### src/rtl/trace_player_if.sv
// Cell stream from the trace player to the order checker and hint display.
// Carries one grid cell per valid/ready handshake plus the running visit bitmap.
// The producer holds every payload field stable while valid is high and not accepted.
interface trace_player_if;
    logic        cell_valid;
    logic        cell_ready;
    logic [4:0]  cell_idx;
    logic [2:0]  row;
    logic [2:0]  col;
    logic [4:0]  step_num;
    logic [24:0] trace;

    modport master (
        output cell_valid, cell_idx, row, col, step_num, trace,
        input  cell_ready
    );

    modport slave (
        input  cell_valid, cell_idx, row, col, step_num, trace,
        output cell_ready
    );
endinterface

### src/rtl/trace_player.sv
// Plays back a stored spell stroke order on the 5x5 grid, one cell per handshake.
// Latency: first cell valid the cycle after start; STEP_GAP idle cycles between cells.
// Backpressure: a presented cell is held until cell_ready; abort cancels without a done pulse.
module trace_player #(
    parameter int STEP_GAP = 2
) (
    input  logic                  clock,
    input  logic                  reset_n,
    input  logic                  start,
    input  logic                  abort,
    input  logic [1:0]            pattern_sel,
    trace_player_if.master        tp,
    output logic                  busy,
    output logic                  done
);

    typedef enum logic [1:0] {S_IDLE, S_EMIT, S_GAP, S_DONE} state_t;

    localparam int GW = (STEP_GAP < 2) ? 1 : $clog2(STEP_GAP + 1);

    // Spell patterns: cell index for each step of each pattern.
    function automatic logic [4:0] rom_cell(input logic [1:0] sel, input logic [3:0] step);
        logic [4:0] c;
        c = 5'd0;
        case (sel)
            2'd0: c = (step > 4'd4) ? 5'd0 : 5'd10 + {1'b0, step};
            2'd1: case (step)
                      4'd0: c = 5'd2;   4'd1: c = 5'd7;   4'd2: c = 5'd12;
                      4'd3: c = 5'd17;  4'd4: c = 5'd22;  default: c = 5'd0;
                  endcase
            2'd2: case (step)
                      4'd0: c = 5'd0;   4'd1: c = 5'd6;   4'd2: c = 5'd12;
                      4'd3: c = 5'd18;  4'd4: c = 5'd24;  default: c = 5'd0;
                  endcase
            default: case (step)
                      4'd0: c = 5'd0;   4'd1: c = 5'd1;   4'd2: c = 5'd2;
                      4'd3: c = 5'd3;   4'd4: c = 5'd4;   4'd5: c = 5'd8;
                      4'd6: c = 5'd12;  4'd7: c = 5'd16;  4'd8: c = 5'd20;
                      4'd9: c = 5'd21;  4'd10: c = 5'd22; 4'd11: c = 5'd23;
                      4'd12: c = 5'd24; default: c = 5'd0;
                  endcase
        endcase
        return c;
    endfunction

    function automatic logic [3:0] last_step(input logic [1:0] sel);
        return (sel == 2'd3) ? 4'd12 : 4'd4;
    endfunction

    state_t      state_q, state_d;
    logic [1:0]  sel_q, sel_d;
    logic [3:0]  step_q, step_d;
    logic [GW-1:0] gap_q, gap_d;
    logic        cell_valid_q, cell_valid_d;
    logic [4:0]  cell_idx_q, cell_idx_d;
    logic [2:0]  row_q, row_d;
    logic [2:0]  col_q, col_d;
    logic [4:0]  step_num_q, step_num_d;
    logic [24:0] trace_q, trace_d;
    logic        busy_q, busy_d;
    logic        done_q, done_d;
    logic [4:0]  pres_cell;
    logic [3:0]  pres_step;
    logic [1:0]  pres_sel;
    logic        present;

    // Next-state and next-output logic; payload fields only change when a new cell is presented.
    always_comb begin
        state_d      = state_q;
        sel_d        = sel_q;
        step_d       = step_q;
        gap_d        = gap_q;
        cell_valid_d = cell_valid_q;
        trace_d      = trace_q;
        busy_d       = busy_q;
        done_d       = 1'b0;
        present      = 1'b0;
        pres_sel     = sel_q;
        pres_step    = step_q;

        case (state_q)
            S_IDLE: begin
                if (start && !abort) begin
                    sel_d        = pattern_sel;
                    step_d       = 4'd0;
                    trace_d      = 25'd0;
                    busy_d       = 1'b1;
                    cell_valid_d = 1'b1;
                    state_d      = S_EMIT;
                    present      = 1'b1;
                    pres_sel     = pattern_sel;
                    pres_step    = 4'd0;
                end
            end
            S_EMIT: begin
                if (abort) begin
                    busy_d       = 1'b0;
                    cell_valid_d = 1'b0;
                    state_d      = S_IDLE;
                end else if (tp.cell_ready) begin
                    trace_d = trace_q | (25'd1 << cell_idx_q);
                    if (step_q == last_step(sel_q)) begin
                        busy_d       = 1'b0;
                        cell_valid_d = 1'b0;
                        done_d       = 1'b1;
                        state_d      = S_DONE;
                    end else begin
                        step_d = step_q + 4'd1;
                        if (STEP_GAP == 0) begin
                            present   = 1'b1;
                            pres_step = step_q + 4'd1;
                        end else begin
                            cell_valid_d = 1'b0;
                            gap_d        = GW'(STEP_GAP);
                            state_d      = S_GAP;
                        end
                    end
                end
            end
            S_GAP: begin
                if (abort) begin
                    busy_d  = 1'b0;
                    state_d = S_IDLE;
                end else if (gap_q == GW'(1)) begin
                    cell_valid_d = 1'b1;
                    state_d      = S_EMIT;
                    present      = 1'b1;
                end else begin
                    gap_d = gap_q - GW'(1);
                end
            end
            default: begin
                state_d = S_IDLE;
            end
        endcase

        pres_cell = rom_cell(pres_sel, pres_step);
        if (present) begin
            cell_idx_d = pres_cell;
            row_d      = 3'(pres_cell / 5'd5);
            col_d      = 3'(pres_cell % 5'd5);
            step_num_d = {1'b0, pres_step};
        end else begin
            cell_idx_d = cell_idx_q;
            row_d      = row_q;
            col_d      = col_q;
            step_num_d = step_num_q;
        end
    end

    // State and registered outputs, cleared immediately on reset.
    always_ff @(posedge clock or negedge reset_n) begin
        if (!reset_n) begin
            state_q      <= S_IDLE;
            sel_q        <= 2'd0;
            step_q       <= 4'd0;
            gap_q        <= '0;
            cell_valid_q <= 1'b0;
            cell_idx_q   <= 5'd0;
            row_q        <= 3'd0;
            col_q        <= 3'd0;
            step_num_q   <= 5'd0;
            trace_q      <= 25'd0;
            busy_q       <= 1'b0;
            done_q       <= 1'b0;
        end else begin
            state_q      <= state_d;
            sel_q        <= sel_d;
            step_q       <= step_d;
            gap_q        <= gap_d;
            cell_valid_q <= cell_valid_d;
            cell_idx_q   <= cell_idx_d;
            row_q        <= row_d;
            col_q        <= col_d;
            step_num_q   <= step_num_d;
            trace_q      <= trace_d;
            busy_q       <= busy_d;
            done_q       <= done_d;
        end
    end

    assign tp.cell_valid = cell_valid_q;
    assign tp.cell_idx   = cell_idx_q;
    assign tp.row        = row_q;
    assign tp.col        = col_q;
    assign tp.step_num   = step_num_q;
    assign tp.trace      = trace_q;
    assign busy          = busy_q;
    assign done          = done_q;

endmodule
### src/flat_wrapper.sv
// flat-port wrapper written by rule: the top's interface ports become plain ports
module trace_player_flat 
#(
    parameter int STEP_GAP = 2
)
  (clock, reset_n, start, abort, pattern_sel, busy, done, tp_cell_valid, tp_cell_idx, tp_row, tp_col, tp_step_num, tp_trace, tp_cell_ready);
  trace_player_if tp_i ();
  input  logic clock;
  input  logic reset_n;
  input  logic start;
  input  logic abort;
  input  logic [1:0] pattern_sel;
  output logic busy;
  output logic done;
  output wire logic [$bits(tp_i.cell_valid)-1:0] tp_cell_valid;
  output wire logic [$bits(tp_i.cell_idx)-1:0] tp_cell_idx;
  output wire logic [$bits(tp_i.row)-1:0] tp_row;
  output wire logic [$bits(tp_i.col)-1:0] tp_col;
  output wire logic [$bits(tp_i.step_num)-1:0] tp_step_num;
  output wire logic [$bits(tp_i.trace)-1:0] tp_trace;
  input wire logic [$bits(tp_i.cell_ready)-1:0] tp_cell_ready;
  assign tp_cell_valid = tp_i.cell_valid;
  assign tp_cell_idx = tp_i.cell_idx;
  assign tp_row = tp_i.row;
  assign tp_col = tp_i.col;
  assign tp_step_num = tp_i.step_num;
  assign tp_trace = tp_i.trace;
  assign tp_i.cell_ready = tp_cell_ready;
  trace_player #(.STEP_GAP(STEP_GAP)) u_core (.clock(clock), .reset_n(reset_n), .start(start), .abort(abort), .pattern_sel(pattern_sel), .tp(tp_i), .busy(busy), .done(done));
endmodule
### config.mk
export PLATFORM = sky130hd
export DESIGN_NAME = trace_player_flat
export DESIGN_NICKNAME = d
export VERILOG_FILES = /design/src/rtl/trace_player_if.sv /design/src/rtl/trace_player.sv /design/src/flat_wrapper.sv
export SDC_FILE = /design/constraint.sdc
export NUM_CORES = 1
export LEC_CHECK = 0
export CAP_MARGIN = 40
export CORE_MARGIN = 8
export CORE_UTILIZATION = 30
export DETAILED_ROUTE_END_ITERATION = 8
export PLACE_DENSITY = 0.51
export SYNTH_ARGS = -nofsm -noshare
export SYNTH_HDL_FRONTEND = slang
export SYNTH_SLANG_ARGS = --single-unit
### constraint.sdc
create_clock -name clock -period 5.9 [get_ports clock]
set_input_delay 1.18 -clock clock [delete_from_list [all_inputs] [get_ports clock]]
set_output_delay 1.18 -clock clock [all_outputs]
set_load 0.005 [all_outputs]
* After elaboration in Yosys (flattened, before gate mapping)
Memory sizes are Yosys's and may differ from the RTL's.
Cells that the tools add are included.
** Word-level totals
- Latch bits :: 0
- Bits in writable memories :: 0
- Memories kept :: 1
- Input port bits :: 7
- Register bits :: 53
- ROM bits :: 80
- Output and inout port bits :: 44
** Cells by class
- Div/mod/pow operators :: 2
- Muxes and demuxes :: 49
- Add/subtract/negate cells :: 3
- Equality and inequality tests :: 22
- Reductions and logical operators :: 14
- Shift operators :: 1
- Bitwise operators :: 1
- Order comparisons :: 1
- Multiply operators :: 0
** Memories
- (no name shown) :: depth 16, bits a word 5, read ports 1, clocked after Yosys merged registers in 0, wr ports 0, RTL line trace_player.sv:35 : default: case (step)
** Operators by type and width (count)
- 25-bit 2-to-1 mux :: 3
- 25-bit case mux with 2 select lines :: 1
- 25-bit bitwise OR :: 1
- 5-bit case mux with 5 select lines :: 1
- 1-bit by 5-bit << shifter with 25-bit output, first input constant :: 1
- 2-bit 2-to-1 mux :: 12
- 4-bit 2-to-1 mux :: 6
- 5-bit case mux with 4 select lines :: 1
- 1-bit 2-to-1 mux :: 17
- 5-bit case mux with 3 select lines :: 1
- 2-bit inequality test, second input constant :: 6
- 5-bit AND reduction :: 2
- 4-bit by 2-bit equality test with 1-bit output, second input constant :: 2
- 4-bit case mux with 2 select lines :: 1
- 4-bit AND reduction :: 2
- 2-bit by 1-bit equality test with 1-bit output, second input constant :: 3
- 2-bit equality test, second input constant :: 3
- 3-bit by 2-bit inequality test with 1-bit output, second input constant :: 2
- 1-bit case mux with 3 select lines :: 2
- 2-bit case mux with 3 select lines :: 1
- 6-bit AND reduction :: 1
- 4-bit by 4-bit adder with 5-bit output, first input constant :: 1
- 5-bit by 3-bit divider with 5-bit output, second input constant :: 1
- 5-bit by 3-bit remainder unit with 5-bit output, second input constant :: 1
- 18 further kinds :: 21

* Logic depth before layout (Yosys ltp)
Gate-level depths: netlist (run 1).
- Depth after elaboration :: 8
- Gate-level depth with buffers :: 18
- Depth with buffers taken out :: 16

* Least setup slack after synthesis (run 1)
OpenSTA, ideal clock, no wires.
- Kind :: input-to-reg
- From :: input abort
- To :: register u_core.col_q[1], in the netlist u_core.tp.col[1]
- Slack :: 1.658 ns
- Arrival :: 4.143 ns
- Required time :: 5.801 ns
- Library setup time :: 0.099 ns
- Cell stages on the path :: 14
- Path buffers :: 1
- Cell sequence :: nand3b_1 -> buf_2 -> and2_1 -> ha_1 -> a21boi_1 -> o31ai_4 -> nand3_2 -> mux2_1 -> ha_1 -> nand2b_1 -> maj3_1 -> o32ai_4 -> nor2_1 -> a311oi_1
** Between the ends
- Longest elaborated chain between the ends :: 8
- Elaborated cells between the ends (all ways) :: 25
- Classes of those cells :: add/sub: 1; div: 1; order compare: 1; eq/ne: 6; mux: 11; reduce/logical: 4; memory: 1
** RTL lines
- start: declaration :: RTL line flat_wrapper.sv:11 : input logic abort;
- 1-bit logical NOT * :: RTL line trace_player.sv:83 : if (start && !abort) begin
- 1-bit logical AND * :: RTL line trace_player.sv:83
- 4-bit 2-to-1 mux * :: RTL line trace_player.sv:83
- 4-bit 2-to-1 mux * :: RTL line trace_player.sv:81 : case (state_q)
- net u_core.pres_step[2] :: RTL line trace_player.sv:63 : logic [3:0] pres_step;
- 4-bit by 4-bit adder with 5-bit output, or another cell as far along :: RTL line trace_player.sv:26 : 2'd0: c = (step > 4'd4) ? 5'd0 : 5'd10 + {1'b0, step};
- 5-bit 2-to-1 mux, or another cell as far along :: RTL line trace_player.sv:26
- 5-bit case mux with 3 select lines * :: RTL line trace_player.sv:25 : case (sel)
- 5-bit by 3-bit remainder unit with 5-bit output * :: RTL line trace_player.sv:141 : col_d = 3'(pres_cell % 5'd5);
- end signal: assignment :: RTL line trace_player.sv:174 : col_q <= col_d;
- end: declaration :: RTL line trace_player.sv:57 : logic [2:0] col_q, col_d;
Mark *: on every way through the listed nets, which the timed path passes. The rest lies on a longest branch.
A chain may end at the register's enable or synchronous reset.

* Worst setup path in the final report (run 1)
- From :: input abort
- To :: register u_core.col_q[1], in the netlist u_core.tp.col[1]
** Between the ends
- Elaborated cells between the ends (all ways) :: 25
- Classes of those cells :: add/sub: 1; div: 1; order compare: 1; eq/ne: 6; mux: 11; reduce/logical: 4; memory: 1
** RTL lines
- 1-bit logical NOT * :: RTL line trace_player.sv:83
- 1-bit logical AND * :: RTL line trace_player.sv:83
- 2-bit 2-to-1 mux * :: RTL line trace_player.sv:83
- 2-bit 2-to-1 mux *
- net u_core.pres_sel[0] :: RTL line trace_player.sv:64 : logic [1:0] pres_sel;
- 2-bit equality test, or another cell as far along :: RTL line trace_player.sv:25
- 5-bit case mux with 3 select lines * :: RTL line trace_player.sv:25
- 5-bit by 3-bit remainder unit with 5-bit output * :: RTL line trace_player.sv:141
Marks and branches as above.

==> impl_metrics.py, run 1 <==
metrics = {
    "clock_network": {
        "ctsHtreeMaxLevel": 2,
        "cts_buffers": 5,
        "number_of_post_cts_setup_repair_buffers": 0,
        "cts_repair_resize_count": 0,
        "cts-root-buf": "sky130_fd_sc_hd__clkbuf_8",
        "cts.sink_count": 53,
        "ctsHoldBuffers": 0,
        "clk_latency_ns": 0.32,
        "clk_transition_reported_paths_ns": 0.10,
        "cts-root-to-sink-buffers": 2,
        "cts_tree": "built",
    },
    "worst_setup_path": {
        "required_time_worst_endpoint_ns": 6.13,
        "worst_setup_path_endpoint": "u_core.tp.col[1]",
        "timing.critical_path.arrival_ns": 4.87,
        "crit_type": "in -> reg",
        "cp_slowest_stage_delay_ns": 0.44,
        "cp-startpoint": "abort",
        "rr_startpoint": "u_core.state_q[0]",
        "cpMaxStageDelayCell": "sky130_fd_sc_hd__and3b_4",
        "worstRegToRegCells": 14,
        "cp_max_fo": 12,
        "cp-start-kind": "input port",
        "r2r-end": "u_core.tp.col[1]",
        "cp_cell_sequence": "clkdlybuf4s50_1, and3b_4, mux2_4, o21ba_1, o31ai_4, nand3_2, mux2_1, ha_1, nand2b_1, maj3_1, o32ai_4, nor2_1, a311oi_1",
        "worstSetupEndpointType": "register",
        "reg2reg_slack_ns": 1.81,
    },
    "logic_synthesis": {
        "synth.top_cell.area_share": 0.444,
        "synthMostInstantiatedCell": "sky130_fd_sc_hd__dfrtp_1",
        "synth.net_count": 337,
        "syn_inst": 319,
        "synth.avg_cell_area_um2": 9.37,
        "biggest_area_consumer_among_synthesized_cells": "sky130_fd_sc_hd__dfrtp_1",
        "post_synth_main_area_contributors": "sky130_fd_sc_hd__dfrtp_1 44%, sky130_fd_sc_hd__nor2_1 6.3%, sky130_fd_sc_hd__a21oi_1 5.7%",
        "netlist_area_um2": 2990,
        "ys_types": 67,
        "synth-seq-area-share": 0.444,
        "ys_top_cells_by_count": "53 x sky130_fd_sc_hd__dfrtp_1, 50 x sky130_fd_sc_hd__nor2_1, 34 x sky130_fd_sc_hd__a21oi_1",
        "synth-main-ff-cell": "sky130_fd_sc_hd__dfrtp_1",
        "synth-edff-count": 0,
        "synth-seq-cells": 53,
        "synthArstFlopShare": 1.00,
        "yosysWarnings": 0,
    },
    "global_routing": {
        "grt_first_pass_wirelength_um": 12300,
        "first_global_vias": 2408,
        "groute.usage.overall": 0.114,
        "grt_overflow": 0,
        "antenna_found_initial": 0,
        "grt_max_degree": 54,
    },
    "finish": {
        "layout.cells.non_filler": 495,
        "syn2layout_area_growth_pct": 22.7,
        "nFillCells": 1023,
        "finalNetCount": 379,
        "antenna_diode_count": 0,
        "final_layout_size_suffix_gt1_frac": 0.0856,
    },
    "power_and_ir_drop": {
        "peakVddDrop_mv": 0.150,
        "design_power_total_mw": 1.83,
        "power_density_relative_to_cell_area_nw_per_um2": 498,
        "static-leakage-power_nw": 1.62,
    },
    "timing": {
        "setup_viol": 0,
        "achievable-frequency_mhz": 216,
        "timing.setup.tns_ns": 0,
        "final_period_minus_worst_setup_slack_ns": 4.64,
        "timing.final.max_slew_violations": 0,
        "timing_worst_slew_pin_value_ns": 0.705,
        "finalCritPeriodShare": 0.786,
        "max-slew-margin-rel": 0.530,
        "finalHoldViolations": 0,
        "fin_worst_skew_ns": 0.00516,
        "rsz0062_at_grt": "false",
    },
    "hold_path": {
        "holdCritStartpoint": "u_core.tp.row[2]",
        "worst_hold_path_type": "reg -> reg",
    },
    "detailed_routing": {
        "drt-total-wl_um": 7470,
        "dr.pass1.iters": 4,
        "dr.first_iter.drc_count": 151,
        "drt-vias-per-instance": 4.94,
        "drt-wirelength-per-cell_um": 15.1,
        "drc": 0,
        "route.vias.total": 2445,
        "route.antenna.remaining_nets": 0,
    },
    "placement": {
        "port_bufs": 49,
        "place_inst": 487,
        "gp_congestion": 0.804,
        "hpwlAfterDp_um": 5460,
    },
    "outcome": {
        "outcome": "finished clean",
    },
    "floorplanning": {
        "core_area_um2": 9730,
        "fp.dieW_um": 116,
        "number_of_placement_rows": 36,
        "die_height_um": 116,
        "fp.dieArea_um2": 13400,
        "io-pin-count": 51,
        "initial_core_util": 0.307,
    },
    "run": {
        "max_cap_viol_count": 0,
    },
}
==> registers in the layout (all words and copies together) (netlist names), 2 cells and up <==
signal and cells:
u_core.tp.trace 25, u_core.tp.cell_idx 5, u_core.step_q 4, u_core.tp.step_num 4
u_core.tp.col 3, u_core.tp.row 3, u_core.gap_q 2, u_core.sel_q 2
u_core.state_q 2
==> per-layer routing <==
layer | routed length (um) | global-route usage | part of all wire
met3 | 544 | 0.0307 | 0.073
met1 | 3460 | 0.148 | 0.46
met2 | 3380 | 0.182 | 0.45
met5 | 0 | 0 | 0
met4 | 84 | 0.0354 | 0.011
==> stage by stage <==
step                      utilization  cell area [um^2]  hold slack [ns]  setup WS, ns
after global routing            0.377              3670            0.525          1.11
after CTS                       0.377              3670            0.497          1.25
after global placement          0.367              3570            0.470         0.979
final                           0.377              3670            0.492          1.26
after detailed placement        0.367              3570            0.470         0.875
after floorplan                     -              2990            0.472          1.66
==> layout by cell type (no fill, tap or decap), types with 2 or more instances in the layout <==
cell	netlist	routed
sky130_fd_sc_hd__o31ai_1	2	2
sky130_fd_sc_hd__nor4_1	2	2
sky130_fd_sc_hd__dfrtp_1	53	53
sky130_fd_sc_hd__nor3b_1	3	3
sky130_fd_sc_hd__a22oi_1	2	2
sky130_fd_sc_hd__xor2_1	4	4
sky130_fd_sc_hd__and3_1	2	2
sky130_fd_sc_hd__inv_1	11	11
sky130_fd_sc_hd__a31oi_1	3	3
sky130_fd_sc_hd__o31ai_4	2	2
sky130_fd_sc_hd__and2_1	3	3
sky130_fd_sc_hd__nand2b_1	2	2
sky130_fd_sc_hd__o21ai_0	15	15
sky130_fd_sc_hd__ha_1	11	11
sky130_fd_sc_hd__nand3_1	3	3
sky130_fd_sc_hd__o211a_1	2	2
sky130_fd_sc_hd__nor2_1	50	50
sky130_fd_sc_hd__xnor2_1	3	3
sky130_fd_sc_hd__o21ai_1	3	3
sky130_fd_sc_hd__clkbuf_8	0	5
sky130_fd_sc_hd__clkdlybuf4s50_1	0	48
sky130_fd_sc_hd__nor3_1	7	7
sky130_fd_sc_hd__nand2_1	24	24
sky130_fd_sc_hd__mux2i_1	8	8
sky130_fd_sc_hd__o22ai_1	2	2
sky130_fd_sc_hd__nand3b_1	2	2
sky130_fd_sc_hd__nand4_1	2	2
sky130_fd_sc_hd__a21oi_1	34	34
sky130_fd_sc_hd__nor2b_1	7	7
sky130_fd_sc_hd__mux2_1	2	2
sky130_fd_sc_hd__mux2_2	3	3
sky130_fd_sc_hd__buf_4	1	4
==> power breakdown <==
group	switching (mW)	internal (mW)	leakage, nW
clock network	0.136	0.0862	0.0447
registers	0.115	0.473	0.704
logic	0.526	0.491	0.874
total	0.777	1.05	1.62
==> worst min path at each step <==
stage / depth (start not counted) / end / slack (ns)
floorplan: 2 / u_core.busy / 0.47
finish: 1 / u_core.tp.row[2] / 0.49
global route: 2 / u_core.tp.trace[13] / 0.53
detailed placement: 1 / u_core.tp.row[2] / 0.47
global placement: 1 / u_core.tp.row[2] / 0.47
CTS: 1 / u_core.tp.row[2] / 0.50
==> worst max-delay path: cells and delay by family <==
family                     cells  cell delay (ns)
and+or+nand+nor                4             0.94
adders and majority gates      2             0.61
buffers and inverters          1             0.43
muxes                          2             0.70
AOI/OAI and AO/OA              4             1.01
==> cell type report <==
| type | count | area, um^2 | area share |
|---|---|---|---|
| clock buffer | 5 | 68.8 | 0.0188 |
| multi-input combinational | 236 | 1520 | 0.414 |
| inverter | 12 | 45.0 | 0.0123 |
| sequential | 53 | 1330 | 0.362 |
| timing repair buffer | 53 | 515 | 0.141 |
| clock inverter | 3 | 25.0 | 0.00683 |
| tap | 133 | 166 | 0.0454 |
==> cells by family (layout without fill, tap and decap cells) <==
kind of cell / after synthesis / after routing / share of synthesized area
AND/OR/NAND/NOR: 120 / 120 / 0.198
adder cells (fa/ha/maj): 12 / 12 / 0.0494
AO/OA/AOI/OAI: 81 / 81 / 0.184
multiplexers: 15 / 15 / 0.0553
buffers and inverters: 30 / 73 / 0.0477
other: 1 / 1 / 0.00126
flip-flops: 53 / 53 / 0.444
XOR/XNOR: 7 / 7 / 0.0205
Power figures use the tool's default switching activity.
==> inputs of run 2 (changes only) <==
==> constraint.sdc (replaced) <==
create_clock -name clock -period 4.8 [get_ports clock]
set_input_delay 0.96 -clock clock [delete_from_list [all_inputs] [get_ports clock]]
set_output_delay 0.96 -clock clock [all_outputs]
set_load 0.005 [all_outputs]
==> run 2 against run 1 <==
- utilization grew 0.32 points
- combinational power grew 26%
- sequential power grew 23%
- design area grew 0.85%
- sequential cell count is the same
- clock skew grew 0.0013 ns
- critical path type unchanged
- largest cell class unchanged
==> impl_metrics.py, run 2 (same netlist as run 1, synthesis figures left out) <==
metrics = {
    "outcome": {
        "outcome": "finished clean",
    },
    "global_routing": {
        "grt_first_pass_wirelength_um": 12200,
        "grt_overflow": 0,
        "grtUsageMet1": 0.147,
        "groute.layer.met2.usage": 0.182,
        "grt_max_degree": 54,
        "groute.usage.overall": 0.113,
        "gr_met3_demand_resource": 0.0287,
        "first_global_vias": 2328,
        "antenna_found_initial": 0,
        "busiest_layer": "met2",
    },
    "worst_setup_path": {
        "worst_path_most_repeated_cell": "sky130_fd_sc_hd__ha_1",
        "r2r-end": "u_core.tp.col[1]",
        "cp_slowest_stage_delay_ns": 0.51,
        "cpLargestDelayFamily": "simple AND/OR/NAND/NOR gates",
        "required_time_worst_endpoint_ns": 5.01,
        "worstRegToRegCells": 15,
        "number_of_buffer_and_inverter_stages_on_the_critical_path": 1,
        "worstSetupEndpointType": "register",
        "rr_startpoint": "u_core.state_q[1]",
        "cp_cell_sequence": "clkdlybuf4s50_1, nand3b_1, and2_1, ha_1, a21boi_1, o31ai_4, nand3_2, mux2_1, ha_1, nand2b_1, maj3_1, o32ai_4, nor2_1, a311oi_1",
        "timing.critical_path.arrival_ns": 4.58,
        "cp-start-kind": "input port",
        "cp_max_fo": 8,
        "reg2reg_slack_ns": 0.77,
        "crit_type": "in -> reg",
        "cpMaxStageDelayCell": "sky130_fd_sc_hd__clkdlybuf4s50_1",
    },
    "finish": {
        "nFillCells": 998,
        "finalNetCount": 383,
        "postLayoutCoreUtil": 0.380,
        "largest_register_ffs": 25,
        "antenna_diode_count": 0,
        "final_layout_size_suffix_gt1_frac": 0.0956,
        "layout.cells.non_filler": 499,
        "final_common_cell": "sky130_fd_sc_hd__dfrtp_1",
        "mostFrequentLayoutCells": "53 x sky130_fd_sc_hd__dfrtp_1, 50 x sky130_fd_sc_hd__nor2_1, 48 x sky130_fd_sc_hd__clkdlybuf4s50_1",
        "syn2layout_area_growth_pct": 23.7,
    },
    "clock_network": {
        "cts-root-to-sink-buffers": 2,
        "cts.sink_count": 53,
        "cts_repair_resize_count": 0,
        "number_of_post_cts_setup_repair_buffers": 0,
        "cts_tree": "built",
        "cts_buffers": 5,
        "clk_transition_reported_paths_ns": 0.11,
        "cts-root-buf": "sky130_fd_sc_hd__clkbuf_8",
        "ctsHoldBuffers": 0,
        "clk_latency_ns": 0.31,
        "ctsHtreeMaxLevel": 2,
    },
    "power_and_ir_drop": {
        "static-leakage-power_nw": 1.64,
        "design_power_total_mw": 2.29,
        "power_density_relative_to_cell_area_nw_per_um2": 619,
        "peakVddDrop_mv": 0.192,
    },
    "timing": {
        "finalCritPeriodShare": 0.909,
        "timing.final.max_slew_violations": 0,
        "final_period_minus_worst_setup_slack_ns": 4.36,
        "rsz0062_at_grt": "false",
        "worst_slack_ns": 0.438,
        "setup_viol": 0,
        "fin_worst_skew_ns": 0.00648,
        "max-slew-margin-rel": 0.538,
        "timing.setup.tns_ns": 0,
        "achievable-frequency_mhz": 229,
        "finalHoldViolations": 0,
        "timing_worst_slew_pin_value_ns": 0.693,
    },
    "detailed_routing": {
        "drt-vias-per-instance": 4.90,
        "dr.first_iter.drc_count": 163,
        "route.vias.total": 2444,
        "drt-total-wl_um": 7500,
        "route.antenna.remaining_nets": 0,
        "drt-wirelength-per-cell_um": 15.0,
        "dr.pass1.iters": 4,
        "drc": 0,
    },
    "run": {
        "max_cap_viol_count": 0,
    },
    "floorplanning": {
        "number_of_placement_rows": 36,
        "io-pin-count": 51,
        "fp.dieW_um": 116,
        "die_height_um": 116,
        "initial_core_util": 0.307,
        "fp.dieArea_um2": 13400,
        "core_area_um2": 9730,
    },
    "hold_path": {
        "holdCritStartpoint": "u_core.tp.row[2]",
        "worst_hold_path_type": "reg -> reg",
        "hold_path_end": "u_core.tp.row[2]",
        "hold-path-cell-count": 1,
    },
    "placement": {
        "gp_congestion": 0.826,
        "port_bufs": 49,
        "pre_cts_ws_ns": 0.0968,
        "place_inst": 491,
        "hpwlAfterDp_um": 5570,
    },
}
run 2: changes by cell type in the layout (fill, tap and decap cells not counted):
| cell | before | now |
|---|---|---|
| sky130_fd_sc_hd__buf_4 | 4 | 8 |
| sky130_fd_sc_hd__inv_6 | 1 | 0 |
| sky130_fd_sc_hd__clkinvlp_4 | 1 | 2 |
| sky130_fd_sc_hd__clkinv_4 | 1 | 0 |
| sky130_fd_sc_hd__inv_8 | 0 | 1 |
run 2: how the worst max path moves through the flow:
stage / from / end / slack, ns / cells after the start
2_1_floorplan: abort / u_core.tp.col[1] / 0.78 / 14
3_3_place_gp: abort / u_core.tp.col[1] / 0.24 / 13
3_5_place_dp: start / u_core.tp.col[1] / 0.1 / 14
4_1_cts: start / u_core.tp.col[1] / 0.42 / 14
5_1_grt: start / u_core.tp.col[1] / 0.22 / 14
6_report: start / u_core.tp.col[1] / 0.44 / 14
run 2: metrics by stage:
step	cell area, um^2	hold slack [ns]
finish	3700	0.495
global route	3700	0.523
CTS	3700	0.503
detailed placement	3600	0.476
global placement	3600	0.467
floorplan	2990	0.472
run 2: report_power, final:
group / switching [mW] / total [mW] / internal (mW)
combinational: 0.657 / 1.29 / 0.637
sequential: 0.141 / 0.723 / 0.582
clock: 0.164 / 0.271 / 0.107
run 2: routing by layer:
metal / share of wire / wire length, um
met2: 0.46 / 3440
met4: 0.011 / 85
met1: 0.47 / 3540
met3: 0.058 / 435
met5: 0 / 0
run 2: worst reg2reg max path, stage by stage, from the launching register on:
cell                       delay [ns]
sky130_fd_sc_hd__dfrtp_1         0.42
sky130_fd_sc_hd__inv_1           0.10
sky130_fd_sc_hd__ha_1            0.29
sky130_fd_sc_hd__nand3b_1        0.28
sky130_fd_sc_hd__and2_1          0.29
sky130_fd_sc_hd__ha_1            0.27
sky130_fd_sc_hd__a21boi_1        0.16
sky130_fd_sc_hd__o31ai_4         0.22
sky130_fd_sc_hd__nand3_2         0.15
sky130_fd_sc_hd__mux2_1          0.37
sky130_fd_sc_hd__ha_1            0.19
sky130_fd_sc_hd__nand2b_1        0.22
sky130_fd_sc_hd__maj3_1          0.42
sky130_fd_sc_hd__o32ai_4         0.17
sky130_fd_sc_hd__nor2_1          0.11
sky130_fd_sc_hd__a311oi_1        0.28
run 2: final cells by class:
type / count / area (um^2) / area share
clock buffer: 5 / 68.8 / 0.0186
clock inverter: 3 / 26.3 / 0.00711
inverter: 12 / 45.0 / 0.0122
multi-input combinational: 236 / 1520 / 0.411
sequential: 53 / 1330 / 0.359
tap: 133 / 166 / 0.0450
timing repair buffer: 57 / 546 / 0.148
